### src/rtl/tap_sweep_controller.sv
// Sweeps every delay tap through a load/settle/clear/observe handshake with the flag_generator and reports the longest clean window.
// Latency: 1+SETTLE_CYCLES+CLEAR_CYCLES+SAMPLE_CYCLES+1 cycles per tap; done one cycle after the last tap evaluation. Optional macro: TAP_SWEEP_CENTER_EN.
// Backpressure: none; start is ignored while busy and the flag is sampled unconditionally once per tap.
module tap_sweep_controller #(
    parameter int TAP_WIDTH     = 5,
    parameter int MAX_TAP       = 31,
    parameter int SETTLE_CYCLES = 8,
    parameter int CLEAR_CYCLES  = 2,
    parameter int SAMPLE_CYCLES = 16,
    parameter int MIN_WINDOW    = 4
) (
    input  logic                 clock,
    input  logic                 reset,
    input  logic                 start,
    input  logic                 flag,
    output logic                 clear_flags,
    output logic [TAP_WIDTH-1:0] tap_value,
    output logic                 tap_load,
    output logic                 busy,
    output logic                 done,
    output logic                 window_found,
    output logic [TAP_WIDTH-1:0] window_start,
    output logic [TAP_WIDTH-1:0] window_end
);

    localparam int CNT_MAX_SC = (SETTLE_CYCLES > CLEAR_CYCLES) ? SETTLE_CYCLES : CLEAR_CYCLES;
    localparam int CNT_MAX    = (CNT_MAX_SC > SAMPLE_CYCLES) ? CNT_MAX_SC : SAMPLE_CYCLES;
    localparam int CNT_W      = $clog2(CNT_MAX + 1);
    localparam int LEN_W      = TAP_WIDTH + 1;

`ifdef TAP_SWEEP_CENTER_EN
    typedef enum logic [2:0] {
        S_IDLE, S_LOAD, S_SETTLE, S_CLEAR, S_OBSERVE, S_EVAL, S_DONE, S_CENTER
    } state_t;
`else
    typedef enum logic [2:0] {
        S_IDLE, S_LOAD, S_SETTLE, S_CLEAR, S_OBSERVE, S_EVAL, S_DONE
    } state_t;
`endif

    state_t               state;
    logic [CNT_W-1:0]     cnt;
    logic [LEN_W-1:0]     cur_len;
    logic [LEN_W-1:0]     best_len;
    logic [TAP_WIDTH-1:0] cur_start;
    logic [TAP_WIDTH-1:0] best_start;
    logic [TAP_WIDTH-1:0] best_end;

    // Run bookkeeping for the tap being evaluated this cycle.
    logic                 clean;
    logic [LEN_W-1:0]     cur_len_inc;
    logic [TAP_WIDTH-1:0] run_start;
    logic                 take;
    logic [LEN_W-1:0]     best_len_n;
    logic [TAP_WIDTH-1:0] best_start_n;
    logic [TAP_WIDTH-1:0] best_end_n;

    always_comb begin
        clean        = ~flag;
        cur_len_inc  = cur_len + LEN_W'(1);
        run_start    = (cur_len == '0) ? tap_value : cur_start;
        take         = clean && (cur_len_inc > best_len);
        best_len_n   = take ? cur_len_inc : best_len;
        best_start_n = take ? run_start   : best_start;
        best_end_n   = take ? tap_value   : best_end;
    end

`ifdef TAP_SWEEP_CENTER_EN
    logic [TAP_WIDTH:0] center_sum;
    assign center_sum = {1'b0, window_start} + {1'b0, window_end};
`endif

    always_ff @(posedge clock) begin
        if (reset) begin
            state        <= S_IDLE;
            cnt          <= '0;
            cur_len      <= '0;
            best_len     <= '0;
            cur_start    <= '0;
            best_start   <= '0;
            best_end     <= '0;
            clear_flags  <= 1'b0;
            tap_value    <= '0;
            tap_load     <= 1'b0;
            busy         <= 1'b0;
            done         <= 1'b0;
            window_found <= 1'b0;
            window_start <= '0;
            window_end   <= '0;
        end else begin
            tap_load <= 1'b0;
            done     <= 1'b0;
            case (state)
                S_IDLE: begin
                    if (start) begin
                        state        <= S_LOAD;
                        tap_value    <= '0;
                        tap_load     <= 1'b1;
                        busy         <= 1'b1;
                        cur_len      <= '0;
                        best_len     <= '0;
                        cur_start    <= '0;
                        best_start   <= '0;
                        best_end     <= '0;
                        window_found <= 1'b0;
                        window_start <= '0;
                        window_end   <= '0;
                    end
                end
                S_LOAD: begin
                    state <= S_SETTLE;
                    cnt   <= CNT_W'(SETTLE_CYCLES - 1);
                end
                S_SETTLE: begin
                    if (cnt == '0) begin
                        state       <= S_CLEAR;
                        cnt         <= CNT_W'(CLEAR_CYCLES - 1);
                        clear_flags <= 1'b1;
                    end else begin
                        cnt <= cnt - CNT_W'(1);
                    end
                end
                S_CLEAR: begin
                    if (cnt == '0) begin
                        state       <= S_OBSERVE;
                        cnt         <= CNT_W'(SAMPLE_CYCLES - 1);
                        clear_flags <= 1'b0;
                    end else begin
                        cnt <= cnt - CNT_W'(1);
                    end
                end
                S_OBSERVE: begin
                    if (cnt == '0) begin
                        state <= S_EVAL;
                    end else begin
                        cnt <= cnt - CNT_W'(1);
                    end
                end
                S_EVAL: begin
                    cur_len    <= clean ? cur_len_inc : '0;
                    cur_start  <= run_start;
                    best_len   <= best_len_n;
                    best_start <= best_start_n;
                    best_end   <= best_end_n;
                    if (tap_value == TAP_WIDTH'(MAX_TAP)) begin
                        // Results are published straight from the next-state best values.
                        state        <= S_DONE;
                        window_found <= (best_len_n >= LEN_W'(MIN_WINDOW));
                        window_start <= best_start_n;
                        window_end   <= best_end_n;
`ifndef TAP_SWEEP_CENTER_EN
                        busy         <= 1'b0;
                        done         <= 1'b1;
`endif
                    end else begin
                        state     <= S_LOAD;
                        tap_value <= tap_value + TAP_WIDTH'(1);
                        tap_load  <= 1'b1;
                    end
                end
`ifdef TAP_SWEEP_CENTER_EN
                S_DONE: begin
                    tap_load <= 1'b1;
                    done     <= 1'b1;
                    if (window_found) begin
                        state     <= S_CENTER;
                        tap_value <= center_sum[TAP_WIDTH:1];
                    end else begin
                        state     <= S_IDLE;
                        tap_value <= '0;
                        busy      <= 1'b0;
                    end
                end
                S_CENTER: begin
                    state <= S_IDLE;
                    busy  <= 1'b0;
                end
`else
                S_DONE: begin
                    state <= S_IDLE;
                end
`endif
                default: begin
                    state <= S_IDLE;
                end
            endcase
        end
    end

endmodule

### config.mk
export PLATFORM = sky130hd
export DESIGN_NAME = tap_sweep_controller
export DESIGN_NICKNAME = d
export VERILOG_FILES = /design/src/rtl/tap_sweep_controller.sv
export SDC_FILE = /design/constraint.sdc
export NUM_CORES = 1
export LEC_CHECK = 0
export BUFFER_PORTS_ARGS = -buffer_cell sky130_fd_sc_hd__buf_2
export CAP_MARGIN = 20
export CORE_ASPECT_RATIO = 1.4
export CORE_MARGIN = 2
export CORE_UTILIZATION = 35
export DETAILED_ROUTE_END_ITERATION = 16
export HOLD_SLACK_MARGIN = 0.08
export MAX_ROUTING_LAYER = met4
export PLACE_DENSITY_LB_ADDON = 0.2
export SLEW_MARGIN = 0
export SYNTH_ARGS = -nofsm -noshare
export SYNTH_HDL_FRONTEND = slang
export SYNTH_SLANG_ARGS = --single-unit
### constraint.sdc
create_clock -name clock -period 3 [get_ports clock]
set_input_delay 0.3 -clock clock [delete_from_list [all_inputs] [get_ports clock]]
set_output_delay 0.3 -clock clock [all_outputs]
set_load 0.005 [all_outputs]
# Word-level counts from Yosys, hierarchy flattened
# Cells that the tools add are included.
# classes
n_lt_le_gt_ge,2
muxes,41
addsub,3
n_eq_ne,13
bitwise,2
n_reduce_logical,14
# ops
operator,n
5-bit case mux with 2 select lines,6
5-bit two-way mux,10
6-bit case mux with 2 select lines,2
5-bit case mux with 4 select lines,1
6-bit two-way mux,3
3-bit case mux with 6 select lines,1
3-bit two-way mux,5
"2-bit inequality test, second input constant",7
1-bit two-way mux,9
3-bit AND reduction,3
1-bit case mux with 2 select lines,4
"6-bit by 1-bit adder with 6-bit output, second input constant",1
"3-bit by 2-bit equality test with 1-bit output, second input constant",2
"3-bit equality test, second input constant",2
"6-bit by 3-bit greater-or-equal comparator with 1-bit output, second input constant",1
6-bit > comparator,1
6-bit zero test,1
"5-bit by 1-bit adder with 5-bit output, second input constant",1
"5-bit equality test, second input constant",1
5-bit zero test,1
"5-bit by 1-bit subtractor with 5-bit output, second input constant",1
2-bit AND reduction,2
4-bit AND reduction,1
2-bit nonzero test,2
other kinds (6),7
# totals
reg_bits,55
wordCells,90
output_inout_bits,20
input_bits,4

# Longest topological paths before layout
# logic_depth
word_depth,7
ltp_mapped,11
ltp_nobuf,9

# Least setup slack after synthesis
# OpenSTA, ideal clock, no wires.
# synth_timing
kind,reg-to-reg
from,reg cur_len[0]
to,reg best_end[3]
setup_time_ns,0.092
arrival_time_ns,2.410
path_buffers,2
path_slack_ns,0.497
path_stages_with_launch,12
path_cell_list,dfxtp_1 ha_1 nand3_1 xnor2_1 ha_1 and4_1 a31oi_1 o21a_1 buf_2 nand2_1 buf_2 o32ai_1
# synth_between
elab_chain_cells,5
# synth_lines
element,line_no,rtl
from (decl),43,logic [LEN_W-1:0] cur_len;
from (signal assigned),140,cur_len <= clean ? cur_len_inc : '0;
6-bit by 1-bit adder with 6-bit output,60,cur_len_inc = cur_len + LEN_W'(1);
6-bit > comparator,62,take = clean && (cur_len_inc > best_len);
1-bit logical AND,62,
5-bit two-way mux,65,best_end_n = take ? tap_value : best_end;
5-bit case mux with 2 select lines,93,case (state)
to (signal assigned),144,best_end <= best_end_n;
to (decl),47,logic [TAP_WIDTH-1:0] best_end;
# No other way between the ends.
# A chain may end at the register's enable or synchronous reset.

# Final worst setup path
# layout_timing
from,reg cur_len[0]
to,reg window_start[3]
# layout_between
elab_chain_cells,6
word_cells_on_any_way,8
classes_between,add/sub (1); order compare (1); mux (4); reduce/logical (2)
# layout_lines
element,line_no,rtl
6-bit by 1-bit adder with 6-bit output,60,
6-bit > comparator,62,
1-bit logical AND,62,
5-bit two-way mux *,64,best_start_n = take ? run_start : best_start;
5-bit two-way mux *,145,if (tap_value == TAP_WIDTH'(MAX_TAP)) begin
5-bit case mux with 2 select lines *,93,
to (signal assigned),149,window_start <= best_start_n;
to (decl),22,"output logic [TAP_WIDTH-1:0] window_start,"
# Mark *: on every way between the ends. The rest lies on a longest branch, timed or not. The select of a mux whose other input is x is not followed.

==> results by group <==
Status
  • Run status: completed

STA
  • Setup repair after global routing missed its margin: no
  • Worst clock skew: 0.01541 ns
  • Final worst-path setup slack: 0.3068 ns
  • Period minus WS final: 2.693 ns
  • Worst-case headroom to the max-slew limit: 50.21%
  • Final Hold Viols: 0
  • Achievable clock frequency: 371.3 MHz
  • Finish-stage setup viols: 0
  • Setup TNS after final layout: 0 ns
  • Count of pins over their slew limit: 0
  • Share of the clock period used by the worst path: 89.77%
  • Worst slew pin tran: 0.7458 ns

Routing
  • Number of nets with antenna violations after detailed routing: 0
  • Total length of routed wires: 6559 um
  • Length of the first detailed-routing pass in iterations: 4
  • Number of remaining DRC errors: 0
  • Vias: 2,392
  • Routed WL per cell: 14.81 um
  • Drt via density: 5.400
  • DRC marker count from the first detailed-route iteration: 135

Synth
  • Post-Synthesis Cell Area: 2758 sq um
  • Fraction of registers with async set/reset: 0%
  • Mapped Avg Cell Area: 8.485 sq um
  • Largest family of logic cells by synthesized area: simple AND/OR/NAND/NOR gates
  • Synth Area in XOR/XNOR: 2.541%
  • Fraction of synthesized area in multiplexers: 2.223%
  • Synthesized-area fraction occupied by adder cells: 4.991%
  • Number of storage elements in the synthesis netlist: 55
  • Warning count from the yosys run: 0
  • Simple-Gate Fraction of Synth Area: 21.78%
  • Netlist cell types: 54
  • EDFF count, synth: 0
  • Most common flop cell mapped by yosys: dfxtp_1
  • Compound-gate portion of the synthesized area: 21.42%
  • Count of mapped cells out of synthesis: 325
  • Sequential-to-total area share from yosys stat: 39.93%
  • Post-Syn Nets: 340

Critical path
  • Critical Path, Cell by Cell: ha_1 -> nand3_1 -> xnor2_2 -> ha_1 -> and4_1 -> a31oi_1 -> o21a_1 -> buf_4 -> nand2_1 -> a32o_1
  • Largest driver fanout on the critical path: 16
  • Top cell by count, worst path: ha_1
  • Worst reg2reg setup slack: 0.31 ns
  • Req. time, crit path: 3.23 ns
  • CP arrival: 2.92 ns
  • Worst reg2reg path startpoint: cur_len[0]
  • Slowest cell on the critical path: dfxtp_1
  • R2R Path End: window_start[3]
  • Setup CP Type: reg2reg
  • Launch point of the critical path: cur_len[0]
  • Biggest cell delay along the critical path: 0.47 ns
  • Crit path launch type: flip-flop
  • Worst Setup End Kind: flip-flop
  • Number of cells traversed by the worst register-to-register path: 10

Floorplan
  • Initial cell density of the core: 35.80%
  • Placeable core area: 7702 sq um
  • Width of the die: 79.02 um
  • Top-level port count: 24
  • Row cnt: 38
  • Die Span Y: 109.0 um
  • Full die area: 8615 sq um

Power
  • Highest ir drop seen on vdd: 0.2924 mV
  • Share of total power in combinational logic: 20.0%
  • Reg power frac: 51.3%
  • Switching share of power: 33.46%
  • Internal power component: 1046 uW
  • Clock group share of total power: 28.7%
  • P per Cell Area: 517.6 nW/um^2
  • Leakage component of the power: 0.001173 uW
  • Switching power summed over all nets: 525.9 uW

Global route
  • First-pass GRT wire length: 11,230 um
  • Number of antenna violations at the first check in global routing: 0
  • Leftover overflow at the end of global routing: 0
  • Number of global-route vias before repair: 2,380
  • Largest net degree at the start of global routing: 43
  • Tot GR Track Use: 16.70%

Final layout
  • Number of nets in the layout: 357
  • Final-layout fill cell count: 798
  • Fraction of layout cells with a size suffix above 1: 13.99%
  • Area growth from synthesis to layout: 10.12%
  • Post-route non-filler standard cell count: 443
  • Top library cells by usage in the layout, fill and taps aside: 55 x dfxtp_1, 46 x nand2_1, 23 x nor2_1, 23 x buf_2, 19 x a21oi_1
  • Diode count: 0
  • Commonest non-fill, non-tap cell in the layout: dfxtp_1
  • Registers with the highest flip-flop counts: best_len x6, cur_len x6

Clock tree
  • Clock latency of the later-clocked register in the worst-skew pair: 0.33 ns
  • CTS Buf Count: 5
  • Setup bufs post-CTS: 0
  • CTS Root Cell: clkbuf_8
  • Number of levels the H-tree was split into: 2
  • Largest buffer count on any clock path: 2
  • CTS tree: built
  • Clock sinks: 55
  • Clock-pin slew reported for the worst setup and hold paths after clock tree synthesis: 0.11 ns

Min path
  • Worst hold path cell count: 4
  • Hold path start: flag
  • Class of the tightest hold or removal check: in2reg
  • Worst Hold Endpoint: cur_len[0]

Placement
  • Final HPWL DP: 4589 um
  • Number of port buffers: 23
  • Worst Setup Slack post-DPL: 0.1699 ns
  • Final weighted congestion in routability-driven placement: 0.8731
  • Instance count after placement with tap cells included: 435

Job
  • Maximum Capacitance Violations: 0
[synthesized netlist by cell type (3+ instances only)]
cell type	instances	share of area [%]
o311ai_1	5	1.6
and3_1	3	0.68
dfxtp_1	55	40
nor2_1	23	3.1
o21ai_0	7	1.3
ha_1	11	5.0
a31oi_1	4	0.91
nor3_1	10	1.8
nand3_1	17	3.1
buf_6	3	1.2
buf_4	5	1.4
o32ai_1	15	4.8
a32o_1	4	1.5
xor2_1	4	1.3
mux2i_1	5	1.8
buf_2	7	1.3
a21oi_1	19	3.4
a22oi_1	5	1.4
xnor2_1	4	1.3
nand2_1	47	6.4
inv_1	17	2.3
clkbuf_1	5	0.68
nand2b_1	7	1.6
nand3b_1	4	1.1
[power by group through the flow]
stage                     registers (uW)  logic, uW  clock network (uW)
after floorplan                      785        301                   0
after global placement               822        310                   0
after detailed placement             823        314                   0
after CTS                            806        316                 469
after global routing                 817        354                 492
final                                806        315                 451
[stage by stage]
stage	utilization (%)	instance area, sq um	power [uW]	hold WS (ns)
after floorplan	-	2758	1086	0.4454
after global placement	38.03	2929	1132	0.4430
after detailed placement	38.03	2929	1137	0.4470
after CTS	39.30	3027	1591	0.3614
after global routing	39.43	3037	1663	0.3918
final	39.43	3037	1572	0.3649
[layout make-up]
class	count	area [sq um]	share of cell area (%)
multi-input combinational	231	1470	48.41
sequential	55	1101	36.26
timing repair buffer	31	175.2	5.768
tap	100	125.1	4.120
clock buffer	5	68.82	2.266
inverter	18	67.56	2.225
clock inverter	3	28.78	0.9477
[layer usage]
layer	share of wire (%)	wire, um	global-route usage [%]	vias to the layer above
li1	-	-	-	1209
met1	45	2935	19.01	1140
met4	1.7	112	6.158	0
met5	0	0	-	-
met3	2.5	164	3.063	9
met2	51	3346	29.12	34
[critical path: cells and delay by family, from the launching register on]
kind                       cells  cell delay (ns)
buffers and inverters          1             0.22
DFF                            1             0.47
and+or+nand+nor                3             0.44
xor gates and xnor gates       1             0.22
adders and majority gates      2             0.54
AOI/OAI and AO/OA              3             0.72
[worst max-delay path by stage]
stage	end	cells past startpoint
finish	window_start[3]	10
global route	best_len[1]	10
CTS	best_end[0]	10
detailed placement	best_end[0]	10
global placement	best_start[4]	10
floorplan	best_end[3]	11
[what timing repair did]
action                                  in CTS  in global routing
endpoints found under the hold margin        0                  0
endpoints found under the setup margin       0                 16
hold buffers                                 0                  0
resized for setup                            0                  2
[logic make-up (layout without fill, tap and decap cells)]
logic type / count (synthesis) / after routing
XOR/XNOR: 8 / 8
buffers and inverters: 39 / 57
multiplexers: 6 / 6
AND/OR/NAND/NOR: 126 / 126
AO/OA/AOI/OAI: 80 / 80
adder cells (fa/ha/maj): 11 / 11
flip-flops: 55 / 55
Note: power is estimated with default switching activity, not from simulation.
